[src/rtl/ipsxe_floating_point_group2_lo_v1_0.sv]
// Low-segment stage of the carry-split adder: a+b+c+d-e split into low bits and a signed carry, plus a2_hi+cin1.
// Define IPSXE_FLOATING_POINT_GROUP2_LO_OUTREG_EN to add a third output register stage (latency 3 instead of 2).
module ipsxe_floating_point_group2_lo_v1_0 #(
    parameter int LO_WIDTH = 40,
    parameter int HI_WIDTH = 8
) (
    input  logic                i_clk,
    input  logic                i_rst_n,
    input  logic                i_ce,
    input  logic                i_valid,
    input  logic [LO_WIDTH-1:0] i_seg_a,
    input  logic [LO_WIDTH-1:0] i_seg_b,
    input  logic [LO_WIDTH-1:0] i_seg_c,
    input  logic [LO_WIDTH-1:0] i_seg_d,
    input  logic [LO_WIDTH-1:0] i_seg_e,
    input  logic [HI_WIDTH-1:0] i_a2_hi,
    input  logic                i_cin1,
    output logic                o_valid,
    output logic [LO_WIDTH-1:0] o_group2_lo_lo,
    output logic [4:0]          o_group2_lo_hi,
    output logic [HI_WIDTH-1:0] o_a2_hi_plus_cin1
);

    localparam int SW = LO_WIDTH + 5;

    logic [LO_WIDTH:0]          w_p0;
    logic signed [LO_WIDTH+2:0] w_p1;
    logic [HI_WIDTH-1:0]        w_h;
    logic [SW-1:0]              w_sum;

    logic                       r_v1;
    logic [LO_WIDTH:0]          r_p0;
    logic signed [LO_WIDTH+2:0] r_p1;
    logic [HI_WIDTH-1:0]        r_h1;

    logic                       r_v2;
    logic [LO_WIDTH-1:0]        r_lo2;
    logic [4:0]                 r_hi2;
    logic [HI_WIDTH-1:0]        r_h2;

    assign w_p0 = {1'b0, i_seg_a} + {1'b0, i_seg_b};
    assign w_p1 = $signed({3'b000, i_seg_c}) + $signed({3'b000, i_seg_d}) - $signed({3'b000, i_seg_e});
    assign w_h  = i_a2_hi + {{(HI_WIDTH-1){1'b0}}, i_cin1};

    // p1 may be negative, so it is sign-extended while p0 is zero-extended.
    assign w_sum = {4'b0000, r_p0} + {{2{r_p1[LO_WIDTH+2]}}, r_p1};

    always_ff @(posedge i_clk) begin
        if (!i_rst_n) begin
            r_v1  <= 1'b0;
            r_p0  <= '0;
            r_p1  <= '0;
            r_h1  <= '0;
            r_v2  <= 1'b0;
            r_lo2 <= '0;
            r_hi2 <= '0;
            r_h2  <= '0;
        end else if (i_ce) begin
            r_v1  <= i_valid;
            r_p0  <= w_p0;
            r_p1  <= w_p1;
            r_h1  <= w_h;
            r_v2  <= r_v1;
            r_lo2 <= w_sum[LO_WIDTH-1:0];
            r_hi2 <= w_sum[SW-1:LO_WIDTH];
            r_h2  <= r_h1;
        end
    end

`ifdef IPSXE_FLOATING_POINT_GROUP2_LO_OUTREG_EN
    logic                r_v3;
    logic [LO_WIDTH-1:0] r_lo3;
    logic [4:0]          r_hi3;
    logic [HI_WIDTH-1:0] r_h3;

    always_ff @(posedge i_clk) begin
        if (!i_rst_n) begin
            r_v3  <= 1'b0;
            r_lo3 <= '0;
            r_hi3 <= '0;
            r_h3  <= '0;
        end else if (i_ce) begin
            r_v3  <= r_v2;
            r_lo3 <= r_lo2;
            r_hi3 <= r_hi2;
            r_h3  <= r_h2;
        end
    end

    assign o_valid           = r_v3;
    assign o_group2_lo_lo    = r_lo3;
    assign o_group2_lo_hi    = r_hi3;
    assign o_a2_hi_plus_cin1 = r_h3;
`else
    assign o_valid           = r_v2;
    assign o_group2_lo_lo    = r_lo2;
    assign o_group2_lo_hi    = r_hi2;
    assign o_a2_hi_plus_cin1 = r_h2;
`endif

endmodule

[config.mk]
export PLATFORM = sky130hd
export DESIGN_NAME = ipsxe_floating_point_group2_lo_v1_0
export DESIGN_NICKNAME = d
export VERILOG_FILES = /design/src/rtl/ipsxe_floating_point_group2_lo_v1_0.sv
export SDC_FILE = /design/constraint.sdc
export NUM_CORES = 1
export LEC_CHECK = 0
export BUFFER_PORTS_ARGS = -buffer_cell sky130_fd_sc_hd__buf_2
export CAP_MARGIN = 40
export CORE_AREA = 10 10 171 173
export CTS_CLUSTER_DIAMETER = 100
export DETAILED_ROUTE_END_ITERATION = 7
export DIE_AREA = 0 0 181 183
export GPL_TIMING_DRIVEN = 0
export PLACE_DENSITY = 0.76
export SYNTH_ARGS = -nofsm -noshare
export SYNTH_HDL_FRONTEND = slang
export SYNTH_SLANG_ARGS = --single-unit
[constraint.sdc]
create_clock -name i_clk -period 2.8 [get_ports i_clk]
set_clock_uncertainty 0.1 [all_clocks]
set_input_delay 0.28 -clock i_clk [delete_from_list [all_inputs] [get_ports i_clk]]
set_output_delay 0.28 -clock i_clk [all_outputs]
set_load 0.02 [all_outputs]
Word-level counts from Yosys, hierarchy flattened. Index checks and enable logic that the tools add are counted.

Shifts and indexed selects: 0. Multiply operators: 0. Mux-type cells: 0. Reduce and logical (&&, ||, !) cells: 0. $lt $le $gt $ge: 0. Divide/modulo/power cells: 0. Equal/unequal tests: 0. Bitwise operators: 0. $add $sub $neg: 5.

Operators with widths (number): $add A40 B40 Y41 (2); $add A42 B42 Y43 (1); $sub A41 B40 Y42 (1); $add A8 B1 Y8 (1).

Memory bits (writable): 0. Memories: 0. Memory bits (read-only): 0. Bits in registers: 146. Latch bits: 0.

Longest topological paths before layout.
Depth in word-level cells: 2. Gate-level depth with buffers: 15. Mapped depth without buffers: 15.

Worst setup path after synthesis. Ideal clock, no wire load.

Path type: in2reg. Start point: input i_seg_c[2]. End point: register r_p1[36]. Required time: 2.583 ns. Buffers on the path: 0. Setup time: 0.117 ns. Data arrival time: 2.824 ns. Cell stages on the path: 13. Setup slack: -0.241 ns. Cell sequence: inv_1 > fa_1 > inv_1 > ha_1 > nor2b_1 > o2111ai_1 > nand3b_1 > o21ai_1 > a21oi_2 > a31oi_1 > a21boi_1 > or3_1 > a32o_1.

Longest elaborated chain between the ends: 2.

Ends and longest elaborated chain: from (decl) (line 13) `input logic [LO_WIDTH-1:0] i_seg_c,`; $add A40 B40 Y41 (line 42) `assign w_p1 = $signed({3'b000, i_seg_c}) + $signed({3'b000, i_seg_d}) - $signed({3'b000, i_seg_e});`; $sub A41 B40 Y42 (line 42); to (signal assigned) (line 61) `r_p1 <= w_p1;`; to (decl) (line 33) `logic signed [LO_WIDTH+2:0] r_p1;`.

No other way between the ends. A chain may end at the register's enable or synchronous reset.

Worst setup path after layout.
Start point: input i_seg_c[12]. End point: register r_p1[41] (netlist name).

Longest elaborated chain between the ends: 2.

Ends and longest elaborated chain (line): $add A40 B40 Y41 (42); $sub A41 B40 Y42 (42).

No other way between the ends.

==> flow_summary_export.csv <==
group,metric,value,unit
floorplan,core,25800,sq um
synth,synth_compound_area_share,22.4,%
floorplan,rows,59,
finish,nets,2310,
routing,drcViolationCount,0,
sta,max-slew-margin-rel,43.8,%
sta,clock.fmax,355,MHz
critical_path,worstPathMaxFanout,4,
job,cap_violations,0,
floorplan,die_h,183,um
critical_path,cp_slowest_stage_delay,0.53,ns
sta,drv_slew,0,
synth,synthArstFlopShare,0,%
synth,synthAdderAreaFrac,18.4,%
synth,synthSimpleGateAreaFrac,16.8,%
synth,syn_avg_cell_area,7.99,sq um
place,place_congestion,0.934,
synth,synth_mux_area_share,5.24,%
clock_tree,clk_pin_slew,0.06,ns
finish,layout_commonest_cell,"buf_2",
routing,drtPass1Iterations,6,
floorplan,die_area,33100,sq um
critical_path,path_cells,"buf_2, inv_1, fa_1, inv_1, ha_2, and2_4, and3_1, o2111ai_1, nor2_1, a21oi_2, or3b_4, o21ai_4, a211oi_2, a21o_1",
place,dp_hpwl,31.2,mm
synth,synth_area,13000,sq um
routing,route.final.wire_length,38.9,mm
clock_tree,cts_buffers,17,
place,dp_cells,2229,
critical_path,critPathSlowestCell,"fa_1",
synth,yosys.area_share.xor_xnor,7.60,%
clock_tree,clock_sinks,144,
sta,layout_setup_ws,-0.0177,ns
synth,synth_nets,2008,
synth,synth_edf_count,0,
clock_tree,cts_buffer_depth,2,
routing,viasPerCell,5.47,
routing,drt-initial-drc-count,860,
global_route,grt_overflow,0,
clock_tree,clock_latency,0.42,ns
finish,mostFrequentLayoutCells,"267 x buf_2, 186 x inv_1, 146 x nand2_1",
critical_path,cp_common_cell,"inv_1",
floorplan,initial_core_util,50.5,%
synth,ys.warnings.count,0,
synth,synth_seq_cells,144,
critical_path,cp_data_arrival_time,3.04,ns
run_status,status,"finished, violations left",
sta,finalCritPeriodShare,101,%
critical_path,path_class,"primary input to flop",
sta,finalCriticalPeriod,2.82,ns
power,p_per_area,560,nW/um^2
floorplan,die_x,181,um
place,portBuffers,265,
synth,syn_inst,1629,
critical_path,crit_family,"simple AND/OR/NAND/NOR gates",
power,cellLeakagePower,7.88,nW
floorplan,io_pins,267,
power,peakVddDrop,0.000461,V
global_route,grt_max_degree,17,
global_route,grt_pass1_wl,61.5,mm
finish,layout-drive-gt1-share,24.0,%
finish,area_delta_synth_final,25.5,%
critical_path,end_kind,"flop",
routing,num_vias,12500,
critical_path,crit_buf_inv,3,
clock_tree,hold_buffers,0,
run_status,violations,"setup timing",
hold_path,min_path_type,"primary input to flop",
synth,yosysSeqAreaShare,22.1,%
critical_path,crit_path_start_kind,"primary input",
clock_tree,h-tree-depth,4,
global_route,antenna_found_initial,0,
power,total_power,9.15,mW
critical_path,cp_data_required_time,3.02,ns
routing,wl_per_cell,17.1,um
finish,final_cell_count_no_fill,2279,
sta,tightest_slew,0.843,ns
sta,hold_violations,0,
clock_tree,clockRootBuffer,"clkbuf_16",
global_route,grt_pass1_vias,12400,
synth,ys.flop_type,"dfxtp_1",
global_route,grtUsageTotal,22.0,%
sta,rsz0062_at_grt,"true",
clock_tree,cts_tree,"built",
synth,synth_top_family_by_area,"compound AO/OA/AOI/OAI gates",
synth,yosys.cell_types.count,74,
sta,holdWs,0.0299,ns
routing,antenna_left,0,
finish,antenna_cells,0,
sta,setup_violations,2,
[worst paths after layout]
| check | start | end | slack (ns) | depth (start not counted) |
|---|---|---|---|---|
| setup / recovery | i_seg_c[12] | r_p1[41] | -0.02 | 14 |
| hold / removal | i_valid | r_v1 | 0.03 | 3 |
| setup reg to reg | r_p1[0] | o_group2_lo_lo[38] | 0 | 12 |
| hold reg to reg | o_group2_lo_lo[38] | o_group2_lo_lo[38] | 0.34 | 2 |
[where the power goes]
group	internal (mW)	leakage, nW	total, mW	switching, mW
sequential	2.35	1.19	2.60	0.255
clock	1.42	0.292	2.32	0.894
combinational	1.81	6.40	4.23	2.42
[final cells by class]
class / count / area (sq um)
multi-input combinational: 1230 / 9930
fill: 2242 / 9420
sequential: 144 / 2900
timing repair buffer: 288 / 1520
inverter: 191 / 717
clock buffer: 18 / 439
tap: 335 / 419
buffer: 59 / 258
clock inverter: 14 / 164
[kinds of logic after synthesis]
family	Yosys count
AOI/OAI and AO/OA	452
xor gates and xnor gates	113
buffers and inverters	255
muxes	68
DFF	144
adders and majority gates	166
and+or+nand+nor	431
[registers in the layout, summed over array words and instances, names as in the netlist]
| name | count |
|---|---|
| o_valid | 1 |
| r_p0 | 41 |
| r_v1 | 1 |
| r_p1 | 42 |
| o_group2_lo_hi | 3 |
| r_h1 | 8 |
| o_a2_hi_plus_cin1 | 8 |
| o_group2_lo_lo | 40 |
[cells in the mapped netlist, drive strengths merged, types with 7 or more instances]
master / number / area (sq um)
o21bai: 17 / 128
mux2i: 67 / 671
a21o: 49 / 369
inv: 191 / 717
and2: 15 / 93.8
nand2: 150 / 563
nor3: 13 / 75.1
fa: 42 / 841
nand3b: 7 / 52.6
nor2: 65 / 244
ha: 124 / 1550
xor2: 42 / 368
a21boi: 11 / 82.6
nor2b: 82 / 513
o21a: 13 / 97.6
nand3: 31 / 155
o21ai: 122 / 611
buf: 18 / 85.1
a21oi: 130 / 673
o31ai: 10 / 90.1
clkbuf: 46 / 173
nand2b: 12 / 75.1
dfxtp: 144 / 2880
xnor2: 71 / 622
o211a: 14 / 140
nand4: 23 / 144
a211oi: 15 / 123
and3: 11 / 68.8
a31oi: 12 / 75.1
o211ai: 15 / 113
[per-stage QoR]
step | utilization [%] | instance area (sq um) | setup slack, ns | setup TNS [ns]
2_1_floorplan | - | 13100 | -0.0704 | -0.215
3_3_place_gp | 57.7 | 14900 | -0.580 | -13.58
3_5_place_dp | 57.7 | 14900 | -0.593 | -14.81
4_1_cts | 61.0 | 15700 | -0.0250 | -0.0805
5_1_grt | 63.4 | 16300 | -0.122 | -0.987
6_report | 63.4 | 16300 | -0.0177 | -0.0180
[tightest hold or removal path: cells and delay by family]
family,cells,cell delay [ns]
AND/OR/NAND/NOR,1,0.10
buffers and inverters,1,0.07
multiplexers,1,0.06
[layer usage]
metal / wire [um] / GRT usage [%]
met4: 782 / 6.09
met1: 17700 / 29.0
met5: 0 / 0
met3: 2690 / 4.61
met2: 17800 / 35.9
[timing repair]
item / CTS / global route
cloned: 0 / 0
hold endpoints to repair: 0 / 0
resized for setup: 39 / 103
pin swaps: 20 / 40
setup endpoints to repair: 24 / 40
setup buffers: 6 / 17
Note: power is estimated with default switching activity, not from simulation.
